**config.mk**
```make
export PLATFORM = sky130hd
export DESIGN_NAME = marian_rst_seq
export DESIGN_NICKNAME = d
export VERILOG_FILES = /design/src/rtl/marian_rst_pkg.sv /design/src/rtl/marian_rst_ctr.sv /design/src/rtl/marian_rst_seq.sv
export SDC_FILE = /design/constraint.sdc
export NUM_CORES = 1
export LEC_CHECK = 0
export ABC_AREA = 0
export ABC_CLOCK_PERIOD_IN_PS = 4600
export BUFFER_PORTS_ARGS = -buffer_cell sky130_fd_sc_hd__buf_2
export CORE_UTILIZATION = 64
export CTS_CLUSTER_DIAMETER = 80
export DETAILED_ROUTE_END_ITERATION = 10
export PLACE_DENSITY = 0.84
export SYNTH_ARGS = -nofsm -noshare
export SYNTH_HDL_FRONTEND = slang
export SYNTH_SLANG_ARGS = --single-unit
export TNS_END_PERCENT = 30
```
**constraint.sdc**
```tcl
create_clock -name clk_i -period 4.6 [get_ports clk_i]
set_clock_uncertainty 0.1 [all_clocks]
set_input_delay 0.23 -clock clk_i [delete_from_list [all_inputs] [get_ports clk_i]]
set_output_delay 0.23 -clock clk_i [all_outputs]
set_load 0.1 [all_outputs]
```
**src/rtl/marian_rst_pkg.sv**
```systemverilog
// rtl/marian_rst_pkg.sv - shared types and default timing constants for the Marian reset sequencer
package marian_rst_pkg;

  localparam int unsigned DEF_LOCK_FILTER_CYCLES = 16;
  localparam int unsigned DEF_HOLD_CYCLES        = 32;
  localparam int unsigned DEF_STAGGER_CYCLES     = 8;
  localparam int unsigned DEF_QUIESCE_TIMEOUT    = 1024;

  typedef enum logic [2:0] {
    ST_WAIT_LOCK,
    ST_HOLD,
    ST_REL_XBAR,
    ST_REL_INFRA,
    ST_REL_CORE,
    ST_RUN,
    ST_QUIESCE
  } state_e;

  typedef enum logic [1:0] {
    CAUSE_POR     = 2'd0,
    CAUSE_NDM     = 2'd1,
    CAUSE_SW      = 2'd2,
    CAUSE_TIMEOUT = 2'd3
  } cause_e;

  // Counters only ever hold (parameter - 1), so $clog2 of the largest parameter is enough.
  function automatic int unsigned ctr_width(input int unsigned a, input int unsigned b,
                                            input int unsigned c, input int unsigned d);
    int unsigned m;
    m = a;
    if (b > m) m = b;
    if (c > m) m = c;
    if (d > m) m = d;
    return (m <= 2) ? 1 : $clog2(m);
  endfunction

endpackage

```
**src/rtl/marian_rst_ctr.sv**
```systemverilog
// rtl/marian_rst_ctr.sv - loadable saturating down-counter with clear and done flag
module marian_rst_ctr #(
  parameter int unsigned    W         = 4,
  parameter logic [W-1:0]   RESET_VAL = '0
) (
  input  logic         i_clk,
  input  logic         i_rst_n,
  input  logic         i_clr,
  input  logic         i_load,
  input  logic [W-1:0] i_load_val,
  input  logic         i_en,
  output logic         o_done
);

  logic [W-1:0] r_count;

  always_ff @(posedge i_clk) begin
    if (!i_rst_n) begin
      r_count <= RESET_VAL;
    end else if (i_clr) begin
      r_count <= '0;
    end else if (i_load) begin
      r_count <= i_load_val;
    end else if (i_en && (r_count != '0)) begin
      r_count <= r_count - 1'b1;
    end
  end

  assign o_done = (r_count == '0);

endmodule

```
**src/rtl/marian_rst_seq.sv**
```systemverilog
// rtl/marian_rst_seq.sv - lock filter, ordered reset release, quiesce-before-reset for ndmreset/software requests
module marian_rst_seq
  import marian_rst_pkg::*;
#(
  parameter int unsigned LockFilterCycles = DEF_LOCK_FILTER_CYCLES,
  parameter int unsigned HoldCycles       = DEF_HOLD_CYCLES,
  parameter int unsigned StaggerCycles    = DEF_STAGGER_CYCLES,
  parameter int unsigned QuiesceTimeout   = DEF_QUIESCE_TIMEOUT
) (
  input  logic       clk_i,
  input  logic       rst_ni,
  input  logic       locked_i,
  input  logic       ndmreset_i,
  input  logic       sw_rst_req_i,
  input  logic       xbar_idle_i,
  output logic       xbar_rst_no,
  output logic       mem_rst_no,
  output logic       periph_rst_no,
  output logic       core_rst_no,
  output logic       dbg_rst_no,
  output logic       quiesce_o,
  output logic       rst_done_o,
  output logic [1:0] rst_cause_o
);

  localparam int unsigned CW = ctr_width(LockFilterCycles, HoldCycles, StaggerCycles, QuiesceTimeout);
  localparam logic [CW-1:0] FILT_LOAD = CW'(LockFilterCycles - 1);
  localparam logic [CW-1:0] HOLD_LOAD = CW'(HoldCycles - 1);
  localparam logic [CW-1:0] STAG_LOAD = CW'(StaggerCycles - 1);
  localparam logic [CW-1:0] TMO_LOAD  = CW'(QuiesceTimeout - 1);

  state_e      r_state;
  cause_e      r_cause;
  logic        r_ndm_q;
  logic        r_xbar_rst_n;
  logic        r_mem_rst_n;
  logic        r_periph_rst_n;
  logic        r_core_rst_n;
  logic        r_dbg_rst_n;
  logic        r_quiesce;
  logic        r_rst_done;

  logic          w_filt_done;
  logic          w_ph_done;
  logic          w_tmo_done;
  logic          w_lock_lost;
  logic          w_filt_ok;
  logic          w_hold_exit;
  logic          w_xbar_exit;
  logic          w_ndm_rise;
  logic          w_run_req;
  logic          w_q_exit;
  logic [CW-1:0] w_ph_load_val;

  // Lock loss overrides every other transition, including the ones feeding the counters.
  assign w_lock_lost = !locked_i && (r_state != ST_WAIT_LOCK);
  assign w_filt_ok   = (r_state == ST_WAIT_LOCK) && locked_i && w_filt_done;
  assign w_hold_exit = (r_state == ST_HOLD) && w_ph_done && !ndmreset_i;
  assign w_xbar_exit = (r_state == ST_REL_XBAR) && w_ph_done;
  assign w_ndm_rise  = ndmreset_i && !r_ndm_q;
  assign w_run_req   = (r_state == ST_RUN) && (w_ndm_rise || sw_rst_req_i);
  assign w_q_exit    = (r_state == ST_QUIESCE) && (xbar_idle_i || w_tmo_done);

  assign w_ph_load_val = (w_hold_exit || w_xbar_exit) ? STAG_LOAD : HOLD_LOAD;

  marian_rst_ctr #(.W(CW), .RESET_VAL(FILT_LOAD)) u_filt_ctr (
    .i_clk      (clk_i),
    .i_rst_n    (rst_ni),
    .i_clr      (1'b0),
    .i_load     (!locked_i || (r_state != ST_WAIT_LOCK)),
    .i_load_val (FILT_LOAD),
    .i_en       (locked_i && (r_state == ST_WAIT_LOCK)),
    .o_done     (w_filt_done)
  );

  // Shared by HOLD and both stagger phases; saturating at zero is what freezes HOLD under ndmreset.
  marian_rst_ctr #(.W(CW), .RESET_VAL(HOLD_LOAD)) u_phase_ctr (
    .i_clk      (clk_i),
    .i_rst_n    (rst_ni),
    .i_clr      (w_lock_lost),
    .i_load     (w_filt_ok || w_q_exit || w_hold_exit || w_xbar_exit),
    .i_load_val (w_ph_load_val),
    .i_en       (r_state inside {ST_HOLD, ST_REL_XBAR, ST_REL_INFRA}),
    .o_done     (w_ph_done)
  );

  marian_rst_ctr #(.W(CW), .RESET_VAL(TMO_LOAD)) u_tmo_ctr (
    .i_clk      (clk_i),
    .i_rst_n    (rst_ni),
    .i_clr      (w_lock_lost),
    .i_load     (w_run_req),
    .i_load_val (TMO_LOAD),
    .i_en       (r_state == ST_QUIESCE),
    .o_done     (w_tmo_done)
  );

  always_ff @(posedge clk_i) begin
    if (!rst_ni) begin
      r_ndm_q <= 1'b0;
    end else begin
      r_ndm_q <= ndmreset_i;
    end
  end

  always_ff @(posedge clk_i) begin
    if (!rst_ni || w_lock_lost) begin
      r_state        <= ST_WAIT_LOCK;
      r_cause        <= CAUSE_POR;
      r_xbar_rst_n   <= 1'b0;
      r_mem_rst_n    <= 1'b0;
      r_periph_rst_n <= 1'b0;
      r_core_rst_n   <= 1'b0;
      r_dbg_rst_n    <= 1'b0;
      r_quiesce      <= 1'b0;
      r_rst_done     <= 1'b0;
    end else begin
      unique case (r_state)
        ST_WAIT_LOCK: begin
          if (w_filt_ok) begin
            r_state     <= ST_HOLD;
            r_dbg_rst_n <= 1'b1;
          end
        end
        ST_HOLD: begin
          if (w_hold_exit) begin
            r_state      <= ST_REL_XBAR;
            r_xbar_rst_n <= 1'b1;
          end
        end
        ST_REL_XBAR: begin
          if (w_ph_done) begin
            r_state        <= ST_REL_INFRA;
            r_mem_rst_n    <= 1'b1;
            r_periph_rst_n <= 1'b1;
          end
        end
        ST_REL_INFRA: begin
          if (w_ph_done) begin
            r_state      <= ST_REL_CORE;
            r_core_rst_n <= 1'b1;
          end
        end
        ST_REL_CORE: begin
          r_state    <= ST_RUN;
          r_rst_done <= 1'b1;
        end
        ST_RUN: begin
          if (w_run_req) begin
            r_state      <= ST_QUIESCE;
            r_quiesce    <= 1'b1;
            r_rst_done   <= 1'b0;
            r_core_rst_n <= 1'b0;
            r_cause      <= w_ndm_rise ? CAUSE_NDM : CAUSE_SW;
          end
        end
        ST_QUIESCE: begin
          if (w_q_exit) begin
            r_state        <= ST_HOLD;
            r_quiesce      <= 1'b0;
            r_xbar_rst_n   <= 1'b0;
            r_mem_rst_n    <= 1'b0;
            r_periph_rst_n <= 1'b0;
            if (!xbar_idle_i) begin
              r_cause <= CAUSE_TIMEOUT;
            end
          end
        end
        default: begin
          r_state <= ST_WAIT_LOCK;
        end
      endcase
    end
  end

  assign xbar_rst_no   = r_xbar_rst_n;
  assign mem_rst_no    = r_mem_rst_n;
  assign periph_rst_no = r_periph_rst_n;
  assign core_rst_no   = r_core_rst_n;
  assign dbg_rst_no    = r_dbg_rst_n;
  assign quiesce_o     = r_quiesce;
  assign rst_done_o    = r_rst_done;
  assign rst_cause_o   = r_cause;

endmodule

```
==> results.txt <==
The TritonCTS clock tree is yes. The unique cell type count in the Yosys netlist came out at 54. The setup TNS is 0 ns. The maximum fanout count along the critical path came out at 16.

Relative to the synthesized area, the layout overhead comes to 4.12%. Clock latency on the worst-skew pair, taken at its later pin, is 0.36 ns. The vertical extent of the die is about 62 microns.

After detailed routing, the number of remaining DRC violations is 0. The number of enable flip-flop cells after synthesis came out at 0. The top cell type by area accounts for 36.9% of the synthesized area. The register area share after synthesis came out at 36.9%. The kind of launch point of the worst setup path is a register. The overall track demand over capacity in global routing is about a quarter.

The synthesized area is roughly 2300 sq um. The power consumption is 577 uW. Dividing the detail-routed via count by the number of cells gives between 5 and 6. The number of CTS-inserted buffers is 5.

The number of endpoints with negative hold slack in the final report was 0. The final net count came out at 292. Buffers inserted to repair hold after CTS numbered 0. The run finished with clean final reports. The worst max-slew margin expressed relative to the limit is 45.5%. The final critical path time including I/O delays and setup is ~2.3 ns. The antenna diode count came out at 0. The count of clock tree sinks came out at 42. For this design the static power due to leakage is 0.000941 uW. The die outline area came out at approximately 3800 sq um.

The DRC marker count from the first detailed-route iteration came out at 192. The number of top-level pins came out at 15. For this configuration, the core starts out at a cell density of 67.7%. The net count after synthesis came out at approximately 280. The critical path class is reg -> reg. The number of setup violations in the final report is 0. The core footprint is 3360 sq um. The final count of pins violating max slew came out at 0. The horizontal extent of the die came out at 61.7 microns. The maximum clock rate is 431 MHz. The flip-flop cell with the highest count after synthesis is sky130_fd_sc_hd__dfxtp_1. The count of antenna-violating nets left after detailed routing is 0.

The part of the cycle the worst path needs is 50.5%. The total number of placement rows came out at 21. The worst-case IR drop observed on VDD is 0.000209 V. The post-cts sizing count is 0. The worst endpoint required time came out at 4.79 ns. The cell count after synthesis is 272. The detailed-route wire length per cell is 13.8 microns. The root buffer cell chosen for the clock tree is sky130_fd_sc_hd__clkbuf_4. Dividing total power by cell area gives a power density of approximately 240 nW/um^2. The number of input and output port buffers inserted is 14. The number of warnings printed during yosys synthesis is 0. The data arrival time of the worst path is 2.51 ns. The max-cap violation count came out at 0. The via count of the first global-routing pass is 1653. The routability congestion estimate is 0.853. Yosys attributes the largest share of cell area to sky130_fd_sc_hd__dfxtp_1 (37%), sky130_fd_sc_hd__nor2_1 (4.9%), sky130_fd_sc_hd__nor3_1 (4.2%).

The routed wire length is 4.51 mm. Cells with a size suffix above 1 make up 13.2% of the layout. Each instance of the synthesized netlist takes up on average 8.37 sq um. Setup repair after global routing left no endpoint under its margin. The largest net degree at the start of global routing came out at 21. The initial antenna violation count is 0. The measured slew at the worst slew-check pin came out at between 0.8 and 0.9 ns. The number of iterations in the first detailed-routing pass came out at 4. The biggest area contributor in the post-synthesis netlist is sky130_fd_sc_hd__dfxtp_1.

The synthesis-stage register bit count came out at between 40 and 50. The first global-routing pass estimated 7.36 mm of wire. The worst-case clock buffer depth is 2. Of all flip-flops after synthesis, the portion carrying an async set or reset was 0%. The capturing element type of the critical path is a register. The post-CTS setup repair buffer count came out at 0. The number of levels in the clock H-tree is 2. The min-delay analysis places its worst path in the category in -> reg.

The total grt overflow is 0. The clock edge transition at the registers on the reported setup and hold paths is 0.12 ns. The count of vias placed by the detailed router came out at between 1500 and 2000. The HPWL after detailed placement is 3.27 mm.
==> cell usage in the layout, fill, tap and decap left out, types with 10 or more instances in the layout <==
cell type / count
sky130_fd_sc_hd__a21oi_1: 12
sky130_fd_sc_hd__buf_2: 14
sky130_fd_sc_hd__dfxtp_1: 42
sky130_fd_sc_hd__inv_1: 11
sky130_fd_sc_hd__nand2_1: 18
sky130_fd_sc_hd__nor2_1: 30
sky130_fd_sc_hd__nor3_1: 19
sky130_fd_sc_hd__nor4_1: 10
sky130_fd_sc_hd__o21ai_0: 17
==> path summary, 6_finish.rpt <==
kind,startpoint,end,slack (ns),cells past startpoint
setup / recovery,r_state[1],u_filt_ctr.r_count[9],2.28,4
hold / removal,ndmreset_i,r_ndm_q,0.04,2
setup reg to reg,r_state[1],u_filt_ctr.r_count[9],2.28,4
hold reg to reg,core_rst_no,core_rst_no,0.36,2
==> where the power goes <==
| part | switching [uW] | internal [uW] |
|---|---|---|
| registers | 1.26 | 365 |
| logic | 11.9 | 5.47 |
| clock network | 119 | 74.2 |
==> cells in the mapped netlist, types with 2 or more instances <==
| library cell | number |
|---|---|
| sky130_fd_sc_hd__a21oi_1 | 12 |
| sky130_fd_sc_hd__nor3b_1 | 4 |
| sky130_fd_sc_hd__a31oi_1 | 6 |
| sky130_fd_sc_hd__clkbuf_1 | 4 |
| sky130_fd_sc_hd__or2_2 | 2 |
| sky130_fd_sc_hd__nand2b_1 | 4 |
| sky130_fd_sc_hd__buf_4 | 2 |
| sky130_fd_sc_hd__xor2_1 | 5 |
| sky130_fd_sc_hd__o21ai_0 | 17 |
| sky130_fd_sc_hd__inv_1 | 11 |
| sky130_fd_sc_hd__nor3_1 | 19 |
| sky130_fd_sc_hd__nor2_1 | 30 |
| sky130_fd_sc_hd__nand3_1 | 6 |
| sky130_fd_sc_hd__nand3b_1 | 3 |
| sky130_fd_sc_hd__nor4b_1 | 2 |
| sky130_fd_sc_hd__xnor2_1 | 6 |
| sky130_fd_sc_hd__nor2b_1 | 6 |
| sky130_fd_sc_hd__clkbuf_8 | 2 |
| sky130_fd_sc_hd__dfxtp_1 | 42 |
| sky130_fd_sc_hd__or4_1 | 2 |
| sky130_fd_sc_hd__a22oi_1 | 3 |
| sky130_fd_sc_hd__or3_2 | 2 |
| sky130_fd_sc_hd__a211oi_1 | 5 |
| sky130_fd_sc_hd__buf_6 | 2 |
| sky130_fd_sc_hd__mux2_2 | 3 |
| sky130_fd_sc_hd__nand4_1 | 3 |
| sky130_fd_sc_hd__o31ai_1 | 4 |
| sky130_fd_sc_hd__a21o_2 | 2 |
| sky130_fd_sc_hd__and2_1 | 3 |
| sky130_fd_sc_hd__nand2_1 | 18 |
| sky130_fd_sc_hd__o2111ai_1 | 3 |
| sky130_fd_sc_hd__ha_1 | 6 |
| sky130_fd_sc_hd__or3_1 | 3 |
| sky130_fd_sc_hd__nor4_1 | 10 |
==> kinds of logic (layout without fill, tap and decap cells) <==
kind of cell             after synthesis  after routing  share of synthesized area (%)
adder cells (fa/ha/maj)                6              6                           3.30
AND/OR/NAND/NOR                      125            125                           30.7
multiplexers                           4              4                           1.92
XOR/XNOR                              11             11                           4.23
AO/OA/AOI/OAI                         60             60                           17.0
flip-flops                            42             42                           36.9
buffers and inverters                 24             33                           5.93
==> sequential cells by signal (all words and copies together), names as in the netlist <==
register / count
u_phase_ctr.r_count: 10
u_filt_ctr.r_count: 10
core_rst_no: 1
quiesce_o: 1
r_state: 3
dbg_rst_no: 1
xbar_rst_no: 1
r_ndm_q: 1
u_tmo_ctr.r_count: 10
rst_cause_o: 2
periph_rst_no: 1
rst_done_o: 1
==> layer usage <==
layer / global-route usage, % / part of all wire (%)
met1: 34.7 / 48
met4: 9.21 / 0.80
met2: 41.9 / 46
met5: 0 / 0
met3: 7.14 / 5.2
==> critical path, cell delays in order (launching register included) <==
cell,delay [ns]
sky130_fd_sc_hd__dfxtp_1,0.48
sky130_fd_sc_hd__nor4b_1,0.72
sky130_fd_sc_hd__o2111ai_1,0.33
sky130_fd_sc_hd__or3_2,0.47
sky130_fd_sc_hd__a21oi_1,0.14
==> metrics by stage <==
| stage | util, % | setup slack [ns] | hold WS [ns] | instances | area (sq um) |
|---|---|---|---|---|---|
| after floorplan | - | 2.57 | 0.252 | 272 | 2280 |
| after global placement | 68.7 | 2.42 | 0.344 | 319 | 2310 |
| after detailed placement | 68.7 | 2.30 | 0.345 | 319 | 2310 |
| after CTS | 70.5 | 2.27 | 0.0386 | 327 | 2370 |
| after global routing | 70.5 | 2.04 | 0.0380 | 327 | 2370 |
| final | 70.5 | 2.28 | 0.0441 | 327 | 2370 |
==> area by class of cell <==
class,count,area (sq um)
tap,46,57.6
clock inverter,1,5.00
clock buffer,7,55.1
sequential,42,841
inverter,11,41.3
fill,292,992
timing repair buffer,14,70.1
multi-input combinational,206,1300
(Power assumes the default switching activity.)
